--- config.mk ---
export PLATFORM = sky130hd
export DESIGN_NAME = shifter_pipe_flat
export DESIGN_NICKNAME = d
export VERILOG_FILES = /design/src/rtl/shifter_pkg.sv /design/src/rtl/shifter_pipe_if.sv /design/src/rtl/shifter_level.sv /design/src/rtl/shifter_pipe.sv /design/src/flat_wrapper.sv
export SDC_FILE = /design/constraint.sdc
export NUM_CORES = 1
export LEC_CHECK = 0
export ABC_AREA = 0
export BUFFER_PORTS_ARGS = -buffer_cell sky130_fd_sc_hd__buf_2
export CAP_MARGIN = 20
export CORE_MARGIN = 4
export CORE_UTILIZATION = 51
export CTS_BUF_LIST = sky130_fd_sc_hd__clkbuf_4 sky130_fd_sc_hd__clkbuf_8
export DETAILED_ROUTE_END_ITERATION = 12
export PLACE_DENSITY_LB_ADDON = 0.15
export RECOVER_POWER = 50
export SYNTH_ARGS = -nofsm -noshare
export SYNTH_HDL_FRONTEND = slang
export SYNTH_SLANG_ARGS = --single-unit
--- constraint.sdc ---
create_clock -name clk -period 2.7 [get_ports clk]
set_clock_uncertainty 0.05 [all_clocks]
set_input_delay 0.27 -clock clk [delete_from_list [all_inputs] [get_ports clk]]
set_output_delay 0.27 -clock clk [all_outputs]
set_load 0.01 [all_outputs]
--- src/rtl/shifter_pkg.sv ---
// Shared types and elaboration helpers for the pipelined barrel shifter.
//   shift_mode_t : operation select (SLL, SRA, ROR, SRL)
//   amt_width    : bits needed for a shift distance of 0..width-1
//   lvl_stage    : register stage that evaluates mux level k
//   lvl_first    : level k is the first level evaluated in its stage
//   stage_last   : last mux level evaluated in stage s
package shifter_pkg;

    typedef enum logic [1:0] {
        SLL = 2'd0,
        SRA = 2'd1,
        ROR = 2'd2,
        SRL = 2'd3
    } shift_mode_t;

    function automatic int amt_width(input int width);
        return (width > 1) ? $clog2(width) : 1;
    endfunction

    // Levels are spread evenly: level k lands in stage floor(k*pipe/shw).
    // With pipe <= shw every stage receives at least one level.
    function automatic int lvl_stage(input int k, input int pipe, input int shw);
        return (k * pipe) / shw;
    endfunction

    function automatic bit lvl_first(input int k, input int pipe, input int shw);
        if (k == 0)
            return 1'b1;
        return lvl_stage(k - 1, pipe, shw) != lvl_stage(k, pipe, shw);
    endfunction

    function automatic int stage_last(input int s, input int pipe, input int shw);
        int last;
        last = 0;
        for (int k = 0; k < shw; k++)
            if (lvl_stage(k, pipe, shw) == s)
                last = k;
        return last;
    endfunction

endpackage

--- src/rtl/shifter_pipe_if.sv ---
// Request/response bundle for shifter_pipe.
//   in_valid/in_ready   : request handshake, in_data/in_amt/in_mode payload
//   out_valid/out_ready : result handshake, out_data/out_zero payload
// master: requester side (drives in_*, out_ready)
// slave : shifter side (drives in_ready, out_*)
interface shifter_pipe_if
    import shifter_pkg::*;
#(
    parameter int WIDTH = 16
);
    localparam int SHW = amt_width(WIDTH);

    logic             in_valid;
    logic             in_ready;
    logic [WIDTH-1:0] in_data;
    logic [SHW-1:0]   in_amt;
    shift_mode_t      in_mode;

    logic             out_valid;
    logic             out_ready;
    logic [WIDTH-1:0] out_data;
    logic             out_zero;

    modport master (
        output in_valid, in_data, in_amt, in_mode, out_ready,
        input  in_ready, out_valid, out_data, out_zero
    );

    modport slave (
        input  in_valid, in_data, in_amt, in_mode, out_ready,
        output in_ready, out_valid, out_data, out_zero
    );

endinterface

--- src/rtl/shifter_level.sv ---
// One barrel-shifter mux level: shifts/rotates data right (or left for SLL)
// by DIST when en is set, otherwise passes data through.
//   data : partial result from the previous level
//   mode : operation select
//   sign : original operand MSB, used as SRA fill
//   en   : amount bit for this level
//   q    : level output
module shifter_level
    import shifter_pkg::*;
#(
    parameter int WIDTH = 16,
    parameter int DIST  = 1
) (
    input  logic [WIDTH-1:0] data,
    input  shift_mode_t      mode,
    input  logic             sign,
    input  logic             en,
    output logic [WIDTH-1:0] q
);

    always_comb begin
        q = data;
        if (en) begin
            case (mode)
                SLL:     q = data << DIST;
                SRL:     q = data >> DIST;
                SRA:     q = {{DIST{sign}}, data[WIDTH-1:DIST]};
                ROR:     q = {data[DIST-1:0], data[WIDTH-1:DIST]};
                default: q = data;
            endcase
        end
    end

endmodule

--- src/rtl/shifter_pipe.sv ---
// Pipelined barrel shifter (SLL/SRA/ROR/SRL) with valid/ready flow control.
// The SHW mux levels are distributed over PIPE register stages; each stage
// register holds valid, partial data, mode, amount and the operand sign.
//   clk : rising-edge clock
//   rst : asynchronous active-high reset
//   bus : shifter_pipe_if.slave (request in, result out)
// Latency PIPE cycles, throughput 1/cycle, capacity PIPE requests.
module shifter_pipe
    import shifter_pkg::*;
#(
    parameter int WIDTH = 16,
    parameter int PIPE  = 2
) (
    input  logic         clk,
    input  logic         rst,
    shifter_pipe_if.slave bus
);

    localparam int SHW = amt_width(WIDTH);

    // Stage registers
    logic [PIPE-1:0]            v_q;
    logic [PIPE-1:0][WIDTH-1:0] d_q;
    logic [PIPE-1:0][SHW-1:0]   amt_q;
    logic [PIPE-1:0][1:0]       mode_q;
    logic [PIPE-1:0]            sign_q;
    logic                       z_q;

    // Per-stage source (input port for stage 0, previous register otherwise)
    logic [PIPE-1:0]            src_v;
    logic [PIPE-1:0][WIDTH-1:0] src_d;
    logic [PIPE-1:0][SHW-1:0]   src_amt;
    logic [PIPE-1:0][1:0]       src_mode;
    logic [PIPE-1:0]            src_sign;

    logic [PIPE-1:0][WIDTH-1:0] stg_res;
    logic [PIPE-1:0]            ld;

    for (genvar s = 0; s < PIPE; s++) begin : g_src
        if (s == 0) begin : g_in
            assign src_v[s]    = bus.in_valid;
            assign src_d[s]    = bus.in_data;
            assign src_amt[s]  = bus.in_amt;
            assign src_mode[s] = bus.in_mode;
            assign src_sign[s] = bus.in_data[WIDTH-1];
        end else begin : g_prev
            assign src_v[s]    = v_q[s-1];
            assign src_d[s]    = d_q[s-1];
            assign src_amt[s]  = amt_q[s-1];
            assign src_mode[s] = mode_q[s-1];
            assign src_sign[s] = sign_q[s-1];
        end
    end

    // Mux levels; a stage's first level starts from that stage's source,
    // later levels chain from the previous level inside the same stage.
    for (genvar k = 0; k < SHW; k++) begin : g_lvl
        localparam int ST = lvl_stage(k, PIPE, SHW);
        logic [WIDTH-1:0] d;
        logic [WIDTH-1:0] q;

        if (lvl_first(k, PIPE, SHW)) begin : g_head
            assign d = src_d[ST];
        end else begin : g_chain
            assign d = g_lvl[k-1].q;
        end

        shifter_level #(
            .WIDTH (WIDTH),
            .DIST  (1 << k)
        ) u_lvl (
            .data (d),
            .mode (shift_mode_t'(src_mode[ST])),
            .sign (src_sign[ST]),
            .en   (src_amt[ST][k]),
            .q    (q)
        );
    end

    for (genvar s = 0; s < PIPE; s++) begin : g_res
        localparam int LAST = stage_last(s, PIPE, SHW);
        assign stg_res[s] = g_lvl[LAST].q;
    end

    // Stall chain from the output back: a stage loads when empty or when
    // the stage below is taking its contents this cycle.
    always_comb begin
        logic nxt;
        nxt = bus.out_ready;
        ld  = '0;
        for (int s = PIPE - 1; s >= 0; s--) begin
            ld[s] = !v_q[s] || nxt;
            nxt   = ld[s];
        end
    end

    always_ff @(posedge clk or posedge rst) begin
        if (rst) begin
            v_q    <= '0;
            d_q    <= '0;
            amt_q  <= '0;
            mode_q <= '0;
            sign_q <= '0;
            z_q    <= 1'b0;
        end else begin
            for (int s = 0; s < PIPE; s++) begin
                if (ld[s]) begin
                    v_q[s] <= src_v[s];
                    // Payload only moves with a valid entry; bubbles leave it alone.
                    if (src_v[s]) begin
                        d_q[s]    <= stg_res[s];
                        amt_q[s]  <= src_amt[s];
                        mode_q[s] <= src_mode[s];
                        sign_q[s] <= src_sign[s];
                    end
                end
            end
            if (ld[PIPE-1] && src_v[PIPE-1])
                z_q <= ~|stg_res[PIPE-1];
        end
    end

    assign bus.in_ready  = ld[0];
    assign bus.out_valid = v_q[PIPE-1];
    assign bus.out_data  = d_q[PIPE-1];
    assign bus.out_zero  = z_q;

    // Amount bits of already-evaluated levels and the last stage's control
    // fields are carried along but never consumed.
    logic unused_ctl;
    assign unused_ctl = ^{amt_q, mode_q, sign_q, src_amt};

endmodule

--- src/flat_wrapper.sv ---
// flat-port wrapper written by rule: the top's interface ports become plain ports
module shifter_pipe_flat import shifter_pkg::*;
#(
    parameter int WIDTH = 16,
    parameter int PIPE  = 2
)
  (clk, rst, bus_in_valid, bus_in_data, bus_in_amt, bus_in_mode, bus_out_ready, bus_in_ready, bus_out_valid, bus_out_data, bus_out_zero);
  shifter_pipe_if #(.WIDTH(WIDTH)) bus_i ();
  input  logic clk;
  input  logic rst;
  input wire logic [$bits(bus_i.in_valid)-1:0] bus_in_valid;
  input wire logic [$bits(bus_i.in_data)-1:0] bus_in_data;
  input wire logic [$bits(bus_i.in_amt)-1:0] bus_in_amt;
  input wire logic [$bits(bus_i.in_mode)-1:0] bus_in_mode;
  input wire logic [$bits(bus_i.out_ready)-1:0] bus_out_ready;
  output wire logic [$bits(bus_i.in_ready)-1:0] bus_in_ready;
  output wire logic [$bits(bus_i.out_valid)-1:0] bus_out_valid;
  output wire logic [$bits(bus_i.out_data)-1:0] bus_out_data;
  output wire logic [$bits(bus_i.out_zero)-1:0] bus_out_zero;
  assign bus_i.in_valid = bus_in_valid;
  assign bus_i.in_data = bus_in_data;
  assign bus_i.in_amt = bus_in_amt;
  assign bus_i.in_mode = bus_in_mode;
  assign bus_i.out_ready = bus_out_ready;
  assign bus_in_ready = bus_i.in_ready;
  assign bus_out_valid = bus_i.out_valid;
  assign bus_out_data = bus_i.out_data;
  assign bus_out_zero = bus_i.out_zero;
  shifter_pipe #(.WIDTH(WIDTH), .PIPE(PIPE)) u_core (.clk(clk), .rst(rst), .bus(bus_i));
endmodule
==> flow_summary.rst, run 1 <==
.. list-table::
   :header-rows: 1

   * - Metric
     - Value
   * - Result of the run
     - complete, no violations
   * - Post-route fraction of the period consumed by the critical path
     - 0.917
   * - Clock buffers created by TritonCTS
     - 5
   * - Async S/R FF share, synth
     - 1.00
   * - Global Route met3 Usage
     - 0.0314
   * - Critical path data required time
     - 2870 ps
   * - Critical Setup Path Class
     - flip-flop to flip-flop
   * - Shortest clock period the worst path allows after layout
     - 2480 ps
   * - Transition time at the pin with the least slew margin
     - 868 ps
   * - CTS tree
     - done
   * - Postcts setup bufs
     - 0
   * - Starting DRC count in detailed routing
     - 198
   * - Footprint of the multi-input gates
     - 1800 µm²
   * - Aggregate routed wire length
     - 7.40 mm
   * - Final core utilization
     - 0.586
   * - Core Area
     - 5610 µm²
   * - Data arrival time of the critical path
     - 2650 ps
   * - Total routing usage reported by global routing
     - 0.211
   * - Synth Area in XOR/XNOR
     - 0
   * - Fraction of the mapped netlist area in compound gates
     - 0.267
   * - Post-route total power
     - 1.99 mW
   * - Ratio of cells with drive above 1 in the final layout
     - 0.191
   * - Count of antenna-violating nets left after detailed routing
     - 0
   * - Max-slew violation count
     - 0
   * - Global routing met1 resource utilization
     - 0.284
   * - Sequential cell area
     - 1000 µm²
   * - Global-route congestion overflow total
     - 0
   * - Setup repair after global routing missed its margin
     - no
   * - Class of the worst hold path
     - input port to async pin
   * - Sum of negative setup slack
     - 0 ps
   * - Area of the mapped netlist
     - 2990 µm²
   * - Site Rows
     - 27
   * - Number of warning messages in the yosys log
     - 0
   * - Post-route non-filler standard cell count
     - 459
   * - Routed wire length per instance
     - 16.1 µm
   * - Vias in the first global route
     - 2608
   * - Syn Area/Cell
     - 8.34 µm²
   * - Sum of net half-perimeters after detailed placement
     - 5.57 mm
   * - Post-route worst setup slack
     - 223 ps
   * - Die Y
     - 84.5 µm
   * - Number of gates resized after cts
     - 0
   * - Leakage
     - 1.43 nW
   * - F_max
     - 404 MHz
   * - Area share of the largest cell type after synthesis
     - 0.335
   * - Worst-case setup slack after placement
     - 283 ps
   * - Global routing's busiest layer
     - met2
   * - Vias per cell
     - 5.93
   * - Area fraction in and, or, nand and nor cells after synthesis
     - 0.180
   * - Clk_lat worst skew
     - 280 ps
   * - Number of antenna violations at the first check in global routing
     - 0
   * - IO Count
     - 45
   * - Final Hold Viols
     - 0
   * - Diodes inserted
     - 0
   * - Final setup violation count
     - 0
   * - Ys flop type
     - sky130_fd_sc_hd__dfrtp_1
   * - Die X-Extent
     - 84.5 µm
   * - Number of remaining DRC errors
     - 0
   * - Gate count after technology mapping
     - 358
   * - Met2 capacity usage during global routing
     - 0.357
   * - Final RePlAce weighted congestion
     - 0.895
   * - Master cell of the clock root buffer
     - sky130_fd_sc_hd__clkbuf_8
   * - Relative area change from synthesis to final layout
     - 10.1%
   * - Global-route wire length before repair
     - 12.5 mm
   * - H-tree levels
     - 2
   * - CTS Hold Buffers Added
     - 0
   * - Most used cells in the layout excluding fill and tap cells
     - 49 x sky130_fd_sc_hd__nand2_1, 40 x sky130_fd_sc_hd__dfrtp_1, 38 x sky130_fd_sc_hd__o21ai_0
   * - Crit-path slowest cell
     - sky130_fd_sc_hd__dfrtp_1
   * - Number of flip-flops and latches in the synthesized netlist
     - 40
   * - Clock slew at reported path FFs
     - 70 ps
   * - Multiplexer share of the synthesized area
     - 0.157
   * - Final Net Count
     - 413
   * - Maximum buffer depth of the clock tree
     - 2
   * - Fillers
     - 552
   * - Startpoint types
     - flip-flop
   * - Area enclosed by the die boundary
     - 7140 µm²
   * - Initial core utilization
     - 0.532
   * - TritonRoute pass-1 iters
     - 4
   * - Post-synthesis cell type with the largest combined area
     - sky130_fd_sc_hd__dfrtp_1
   * - Part of the Yosys area used for sequential elements
     - 0.335
   * - Crit-path cells
     - nand4b_1, o221ai_1, a31oi_1, nand3_1, nor4b_1, a32o_1
   * - Highest ir drop seen on vdd
     - 0.225 mV
   * - Max stage delay on crit path
     - 910 ps
   * - Largest cells by area after synthesis
     - sky130_fd_sc_hd__dfrtp_1 34%, sky130_fd_sc_hd__mux2i_1 8.4%, sky130_fd_sc_hd__o21ai_0 6.4%
   * - Largest fanout of any net on the critical path
     - 27
   * - Max transition margin
     - 0.421
   * - Number of distinct standard cells referenced by the synthesized netlist
     - 50
   * - Pin count of the biggest net entering global routing
     - 43
   * - Endpoint kind of the worst setup timing path
     - flip-flop
   * - Number of max-cap violations
     - 0
   * - Total placed cells including tap cells
     - 452
   * - Adder-cell share of the synthesized area
     - 0
   * - Detailed-route via count
     - 2724
   * - Clock sinks
     - 40
   * - Commonest non-fill, non-tap cell in the layout
     - sky130_fd_sc_hd__nand2_1
   * - Port-buffer cells
     - 44
   * - Number of flops mapped to enable cells by yosys
     - 0
   * - Power per Cell Area
     - 606 nW/µm²
   * - Synthesized netlist net count
     - 384
   * - Combinational family with the most area after synthesis
     - compound AO/OA/AOI/OAI gates
-- final cells by class --
cell class	count	share of cell area
clock buffers	6	0.0232
clock inverters	1	0.00152
inverters	7	0.00799
multi-input cells	278	0.548
flip-flops and latches	40	0.305
well taps	72	0.0274
repair buffers	55	0.0872
-- worst max-delay path: cells and delay by family, from the launching register on --
| family | cells | cell delay [ps] |
|---|---|---|
| and+or+nand+nor | 3 | 760 |
| AOI/OAI and AO/OA | 3 | 690 |
| DFF | 1 | 910 |
-- cells by family after synthesis --
kind of cell | Yosys count
buf+inv | 40
flops | 40
simple gates | 113
mux | 40
compound gates | 125
-- routing by layer --
metal | vias up | routed length (µm)
met5 | - | 0
met4 | 0 | 79
met3 | 7 | 404
met2 | 89 | 3520
met1 | 1260 | 3400
li1 | 1368 | -
-- metrics by stage --
stage	hold slack [ps]	cell area (µm²)
2_1_floorplan	328	2990
5_1_grt	57.9	3290
3_5_place_dp	337	3220
6_report	9.16	3290
4_1_cts	29.5	3300
3_3_place_gp	335	3220
-- flip-flops by register name, summed over array words and instances, names as in the netlist --
register / flops
u_core.mode_q: 2
u_core.bus.out_data: 16
u_core.v_q: 2
u_core.g_lvl.d: 16
u_core.amt_q: 2
u_core.sign_q: 1
u_core.bus.out_zero: 1
-- power breakdown --
group | leakage, nW | internal [mW] | switching [mW]
clock | 0.0445 | 0.186 | 0.194
combinational | 0.895 | 0.326 | 0.411
sequential | 0.491 | 0.727 | 0.150
-- Yosys cell counts, types with 3 or more instances --
cell and instances:
sky130_fd_sc_hd__clkbuf_1 19, sky130_fd_sc_hd__or3b_2 3, sky130_fd_sc_hd__mux2_2 10, sky130_fd_sc_hd__nand2_1 49
sky130_fd_sc_hd__o21ai_0 38, sky130_fd_sc_hd__mux4_2 4, sky130_fd_sc_hd__o221ai_1 3, sky130_fd_sc_hd__inv_1 7
sky130_fd_sc_hd__a311oi_1 6, sky130_fd_sc_hd__nor2b_1 5, sky130_fd_sc_hd__a21o_1 7, sky130_fd_sc_hd__a21oi_1 24
sky130_fd_sc_hd__nand3_1 9, sky130_fd_sc_hd__buf_2 8, sky130_fd_sc_hd__nor2_1 24, sky130_fd_sc_hd__a31oi_1 9
sky130_fd_sc_hd__o22ai_1 4, sky130_fd_sc_hd__mux2i_1 25, sky130_fd_sc_hd__dfrtp_1 40, sky130_fd_sc_hd__a211oi_1 14
sky130_fd_sc_hd__nand2b_1 10
-- path summary, 6_finish.rpt --
path | from | end | slack [ps] | cells after the start
max | u_core.mode_q[1]$_DFFE_PP0P_ | u_core.bus.out_zero$_DFFE_PP0P_ | 220 | 6
min | rst | u_core.v_q[1]$_DFFE_PP0P_ | 9 | 2
max reg2reg | u_core.mode_q[1]$_DFFE_PP0P_ | u_core.bus.out_zero$_DFFE_PP0P_ | 220 | 6
min reg2reg | u_core.bus.out_data[10]$_DFFE_PP0P_ | u_core.bus.out_data[10]$_DFFE_PP0P_ | 430 | 2
max in group asynchronous | rst | u_core.g_lvl[2].d[8]$_DFFE_PP0P_ | 1610 | 3
min in group clk | bus_in_valid | u_core.v_q[0]$_DFFE_PP0N_ | 140 | 2
No activity file was read; power rests on OpenSTA's default activity.
==> run 2, diff against run 1 <==
Settings changed: CORE_ASPECT_RATIO set to 0.9.
==> flow_summary.rst, run 2 (synthesis results as in run 1) <==
.. list-table::
   :header-rows: 1

   * - Metric
     - Value
   * - Result of the run
     - complete, but fails checks
   * - Startpoint types
     - flip-flop
   * - Critical Path Source
     - u_core.mode_q[0]$_DFFE_PP0P_
   * - Core Area
     - 5690 µm²
   * - Vias in the first global route
     - 2393
   * - Routed wire length per instance
     - 16.2 µm
   * - CP endpoint
     - u_core.bus.out_zero$_DFFE_PP0P_
   * - Number of antenna violations at the first check in global routing
     - 0
   * - Total routing usage reported by global routing
     - 0.218
   * - Shortest clock period the worst path allows after layout
     - 2310 ps
   * - Switching power
     - 0.796 mW
   * - Global-route congestion overflow total
     - 0
   * - Most used cells in the layout excluding fill and tap cells
     - 49 x sky130_fd_sc_hd__nand2_1, 40 x sky130_fd_sc_hd__dfrtp_1, 38 x sky130_fd_sc_hd__o21ai_0
   * - Area enclosed by the die boundary
     - 7140 µm²
   * - Initial core utilization
     - 0.524
   * - Largest fanout of any net on the critical path
     - 25
   * - IO Count
     - 45
   * - Post-route fraction of the period consumed by the critical path
     - 0.856
   * - H-tree levels
     - 2
   * - Startpoint of the most critical hold path
     - bus_in_valid
   * - Sum of negative setup slack
     - 0 ps
   * - Global-route wire length before repair
     - 12.0 mm
   * - Number of gates resized after cts
     - 0
   * - Die Y
     - 80.6 µm
   * - Final RePlAce weighted congestion
     - 0.969
   * - Worst reg2reg startpoint
     - u_core.mode_q[0]$_DFFE_PP0P_
   * - Post-route total power
     - 2.14 mW
   * - Setup repair after global routing missed its margin
     - no
   * - Endpoint kind of the worst setup timing path
     - flip-flop
   * - CTS Hold Buffers Added
     - 0
   * - Die X-Extent
     - 88.6 µm
   * - Diodes inserted
     - 0
   * - Reg-to-reg endpoint
     - u_core.bus.out_zero$_DFFE_PP0P_
   * - Number of max-cap violations
     - 1
   * - Sum of net half-perimeters after detailed placement
     - 5.58 mm
   * - Site Rows
     - 26
   * - TritonRoute pass-1 iters
     - 5
   * - Share of power burned in the clock network
     - 0.236
   * - Class of the worst hold path
     - input port to flip-flop
   * - Combinational power share
     - 0.359
   * - Detailed-route via count
     - 2765
   * - Commonest non-fill, non-tap cell in the layout
     - sky130_fd_sc_hd__nand2_1
   * - Final Net Count
     - 415
   * - Leakage
     - 1.46 nW
   * - Maximum buffer depth of the clock tree
     - 2
   * - Clock sinks
     - 40
   * - Critical path data required time
     - 2850 ps
   * - Final setup violation count
     - 0
   * - CTS tree
     - done
   * - Relative area change from synthesis to final layout
     - 12.2%
   * - Worst-case register-to-register setup slack
     - 390 ps
   * - Port-buffer cells
     - 44
   * - Max transition margin
     - -0.377
   * - Power per Cell Area
     - 638 nW/µm²
   * - Data arrival time of the critical path
     - 2460 ps
   * - Transition time at the pin with the least slew margin
     - 2070 ps
   * - Postcts setup bufs
     - 0
   * - Pin count of the biggest net entering global routing
     - 41
   * - Clk_lat worst skew
     - 300 ps
   * - Number of remaining DRC errors
     - 0
   * - Vias per cell
     - 6.01
   * - Switching fraction of total power
     - 0.372
   * - Critical Setup Path Class
     - flip-flop to flip-flop
   * - Starting DRC count in detailed routing
     - 293
   * - Path depth of the worst reg2reg path
     - 6
   * - Ratio of cells with drive above 1 in the final layout
     - 0.200
   * - Highest ir drop seen on vdd
     - 0.428 mV
   * - Clock buffers created by TritonCTS
     - 5
   * - Register share of total power
     - 0.405
   * - Clock slew at reported path FFs
     - 80 ps
   * - Aggregate routed wire length
     - 7.44 mm
   * - Final Hold Viols
     - 0
   * - Internal power component
     - 1.34 mW
   * - Count of antenna-violating nets left after detailed routing
     - 0
   * - Failing checks
     - capacitance limit, slew limit
   * - F_max
     - 433 MHz
   * - Max-slew violation count
     - 41
   * - Master cell of the clock root buffer
     - sky130_fd_sc_hd__clkbuf_8
## run 2: changes by cell type in the layout (fill, tap and decap cells not counted), sizes merged
cell,delta
clkinvlp,+1
clkbuf,-2
buf,+3
bufinv,+1
clkinv,-1
inv,+1
## run 2: critical path, stage by stage, from the launching register on
cell	delay [ps]
sky130_fd_sc_hd__dfrtp_1	810
sky130_fd_sc_hd__nand2_1	190
sky130_fd_sc_hd__o21ai_1	500
sky130_fd_sc_hd__o21ai_0	240
sky130_fd_sc_hd__nand3_1	110
sky130_fd_sc_hd__nor4b_1	50
sky130_fd_sc_hd__a32o_1	240
## run 2: worst min path at each step
stage                                             end  slack, ps  cells past startpoint
global placement            u_core.v_q[0]$_DFFE_PP0N_        360                      3
global route                u_core.v_q[0]$_DFFE_PP0N_        130                      2
detailed placement  u_core.g_lvl[2].d[13]$_DFFE_PP0P_        370                      3
floorplan                   u_core.v_q[0]$_DFFE_PP0N_        330                      1
finish                      u_core.v_q[0]$_DFFE_PP0N_        120                      2
CTS                 u_core.g_lvl[2].d[13]$_DFFE_PP0P_         50                      3
## run 2: routing by layer
| metal | vias up | track usage | share of wire |
|---|---|---|---|
| met4 | 0 | 0.0529 | 0.011 |
| met2 | 84 | 0.318 | 0.44 |
| met3 | 11 | 0.0431 | 0.064 |
| met5 | - | 0 | 0 |
| li1 | 1376 | - | - |
| met1 | 1294 | 0.327 | 0.49 |
## run 2: layout make-up
cell class	count	area, µm²
Inverter	7	26.3
Tap cell	70	87.6
Timing Repair Buffer	57	318
Clock buffer	5	68.8
Clock inverter	3	46.3
Fill cell	514	2340
Sequential cell	40	1000
Multi-Input combinational cell	278	1800
## run 2: power groups by stage
stage	combinational [mW]	sequential [mW]	clock, mW
after floorplan	0.536	0.856	0
after global placement	0.776	0.875	0
after detailed placement	0.778	0.873	0
after CTS	0.781	0.862	0.516
after global routing	0.868	0.884	0.540
final	0.768	0.866	0.505
## run 2: through the flow
step                hold slack (ps)   util  setup WS (ps)  instances  area, µm²
global route                    133  0.588            166        460       3350
finish                          122  0.588            390        460       3350
global placement                361  0.570            450        452       3250
detailed placement              374  0.570            454        452       3250
CTS                            47.7  0.591            430        460       3360
floorplan                       328      -            815        358       2990
==> run 3, diff against run 2 <==
Settings changed: SYNTH_HIERARCHICAL set to 1.
==> flow_summary.rst, run 3 <==
.. list-table::
   :header-rows: 1

   * - Metric
     - Value
   * - Part of the Yosys area used for sequential elements
     - 0.316
   * - TritonRoute pass-1 iters
     - 5
   * - H-tree levels
     - 2
   * - Failing checks
     - capacitance limit, slew limit
   * - Die Y
     - 82.7 µm
   * - Largest cells by area after synthesis
     - sky130_fd_sc_hd__dfrtp_1 32%, sky130_fd_sc_hd__mux2_4 11%, sky130_fd_sc_hd__mux2i_1 7.0%
   * - Path depth of the worst reg2reg path
     - 7
   * - Cells on Worst Hold Path
     - 2
   * - Post-route fraction of the period consumed by the critical path
     - 0.875
   * - Global-route wire length before repair
     - 12.0 mm
   * - Data arrival time of the critical path
     - 2480 ps
   * - Core Area
     - 5860 µm²
   * - Number of flip-flops and latches in the synthesized netlist
     - 40
   * - Ratio of cells with drive above 1 in the final layout
     - 0.255
   * - Global Route met3 Usage
     - 0.0371
   * - Ys flop type
     - sky130_fd_sc_hd__dfrtp_1
   * - Leakage
     - 1.52 nW
   * - Commonest non-fill, non-tap cell in the layout
     - sky130_fd_sc_hd__nor2_1
   * - Highest ir drop seen on vdd
     - 0.335 mV
   * - Commonest cells post-synth
     - 44 x sky130_fd_sc_hd__nor2_1, 40 x sky130_fd_sc_hd__dfrtp_1, 28 x sky130_fd_sc_hd__a31oi_1, 23 x sky130_fd_sc_hd__mux2_4, 22 x sky130_fd_sc_hd__mux2i_1
   * - Post-synthesis cell type with the largest combined area
     - sky130_fd_sc_hd__dfrtp_1
   * - Max transition margin
     - -0.451
   * - Number of warning messages in the yosys log
     - 6
   * - Critical path data required time
     - 2820 ps
   * - Async S/R FF share, synth
     - 1.00
   * - Final setup violation count
     - 0
   * - Global routing met1 resource utilization
     - 0.302
   * - Largest fanout of any net on the critical path
     - 33
   * - Count of antenna-violating nets left after detailed routing
     - 0
   * - Most used cells in the layout excluding fill and tap cells
     - 44 x sky130_fd_sc_hd__nor2_1, 40 x sky130_fd_sc_hd__dfrtp_1, 37 x sky130_fd_sc_hd__buf_2
   * - Area of the mapped netlist
     - 3160 µm²
   * - Vias per cell
     - 6.03
   * - Postcts setup bufs
     - 0
   * - Relative area change from synthesis to final layout
     - 7.59%
   * - Setup repair after global routing missed its margin
     - no
   * - Final RePlAce weighted congestion
     - 0.832
   * - Max-slew violation count
     - 41
   * - Number of remaining DRC errors
     - 0
   * - Shortest clock period the worst path allows after layout
     - 2360 ps
   * - Sum of net half-perimeters after detailed placement
     - 5.34 mm
   * - Synthesized netlist net count
     - 369
   * - Class of the worst hold path
     - input port to flip-flop
   * - Met2 capacity usage during global routing
     - 0.288
   * - Number of gates resized after cts
     - 0
   * - F_max
     - 424 MHz
   * - Global-route congestion overflow total
     - 0
   * - Master cell of the clock root buffer
     - sky130_fd_sc_hd__clkbuf_8
   * - CTS Hold Buffers Added
     - 0
   * - Result of the run
     - complete, but fails checks
   * - Die X-Extent
     - 91.0 µm
   * - Number of distinct standard cells referenced by the synthesized netlist
     - 33
   * - Number of antenna violations at the first check in global routing
     - 0
   * - Number of flops mapped to enable cells by yosys
     - 0
   * - Power per Cell Area
     - 674 nW/µm²
   * - Critical Setup Path Class
     - flip-flop to flip-flop
   * - Starting DRC count in detailed routing
     - 228
   * - Port-buffer cells
     - 44
   * - Startpoint types
     - flip-flop
   * - Detailed-route via count
     - 2670
   * - Routed wire length per instance
     - 16.7 µm
   * - Global routing's busiest layer
     - met1
   * - Clock slew at reported path FFs
     - 70 ps
   * - Diodes inserted
     - 0
   * - Transition time at the pin with the least slew margin
     - 2180 ps
   * - Total routing usage reported by global routing
     - 0.200
   * - Maximum buffer depth of the clock tree
     - 2
   * - Clk_lat worst skew
     - 290 ps
   * - Dominant cell by count in the synthesized netlist
     - sky130_fd_sc_hd__nor2_1
   * - Number of max-cap violations
     - 1
   * - Aggregate routed wire length
     - 7.40 mm
   * - IO Count
     - 45
   * - Syn Area/Cell
     - 9.22 µm²
   * - Area share of the largest cell type after synthesis
     - 0.316
   * - CTS tree
     - done
   * - Sum of negative setup slack
     - 0 ps
   * - Post-route total power
     - 2.29 mW
   * - Vias in the first global route
     - 2341
   * - Site Rows
     - 26
   * - Final Hold Viols
     - 0
   * - Area enclosed by the die boundary
     - 7530 µm²
   * - Initial core utilization
     - 0.540
   * - Clock sinks
     - 40
   * - Endpoint kind of the worst setup timing path
     - flip-flop
   * - Gate count after technology mapping
     - 343
   * - Final Net Count
     - 399
   * - Pin count of the biggest net entering global routing
     - 41
   * - Clock buffers created by TritonCTS
     - 5
==> run 3: cell count changes in the layout (fill, tap and decap cells not counted), moves of 17 or more <==
cell,before,now
sky130_fd_sc_hd__nor2_1,24,44
sky130_fd_sc_hd__a31oi_1,9,28
sky130_fd_sc_hd__or3b_1,0,17
sky130_fd_sc_hd__o21ai_0,38,19
sky130_fd_sc_hd__nand2_1,49,15
sky130_fd_sc_hd__mux2_4,1,23
==> run 3: path summary, 6_finish.rpt <==
path / start / end / slack [ps]
worst max-delay path: u_core/mode_q[0]$_DFFE_PP0P_ / u_core/bus.out_zero$_DFFE_PP0P_ / 340
max in group asynchronous: rst / u_core/bus.out_data[1]$_DFFE_PP0P_ / 640
min in group asynchronous: rst / u_core/amt_q[3]$_DFFE_PP0P_ / 710
worst min register to register: u_core/bus.out_data[9]$_DFFE_PP0P_ / u_core/bus.out_data[9]$_DFFE_PP0P_ / 460
worst max register to register: u_core/mode_q[0]$_DFFE_PP0P_ / u_core/bus.out_zero$_DFFE_PP0P_ / 340
worst min-delay path: bus_in_amt[3] / u_core/amt_q[3]$_DFFE_PP0P_ / 160
==> run 3: cells by family (layout without fill, tap and decap cells) <==
family | Yosys count | in the layout | share of synthesized area
simple gates | 116 | 116 | 0.217
flops | 40 | 40 | 0.316
compound gates | 85 | 85 | 0.158
mux | 59 | 59 | 0.229
buf+inv | 43 | 73 | 0.0799
==> run 3: where the power goes <==
group / switching [mW] / internal [mW]
logic: 0.466 / 0.450
clock network: 0.201 / 0.228
registers: 0.184 / 0.764
total: 0.851 / 1.44
==> run 3: area by class of cell <==
type	count	area, µm²
clock buffer	7	96.3
fill	534	2450
inverter	17	63.8
multi-input combinational	260	1910
sequential	40	1000
tap	70	87.6
timing repair buffer	49	245
==> run 3: through the flow <==
stage / setup WS [ps] / area (µm²) / hold WS (ps) / utilization / cells
floorplan: 862 / 3160 / 323 / - / 343
global placement: 418 / 3320 / 361 / 0.567 / 436
finish: 339 / 3400 / 159 / 0.581 / 443
global route: 82.3 / 3400 / 149 / 0.581 / 443
detailed placement: 351 / 3320 / 374 / 0.567 / 436
CTS: 353 / 3420 / 62.4 / 0.583 / 443
==> run 3: critical path, stage by stage (launching register included) <==
cell                       delay, ps
sky130_fd_sc_hd__dfrtp_1         720
sky130_fd_sc_hd__or3b_2          590
sky130_fd_sc_hd__a31oi_1         240
sky130_fd_sc_hd__nand2b_1         90
sky130_fd_sc_hd__a31oi_1         270
sky130_fd_sc_hd__nor4_1          110
sky130_fd_sc_hd__nand4_1          90
sky130_fd_sc_hd__mux2i_1          70
==> run 3: per-layer routing <==
metal,up-vias,wire length (µm)
met4,0,86
met1,1271,3700
met5,-,0
met3,8,404
met2,87,3210
li1,1304,-
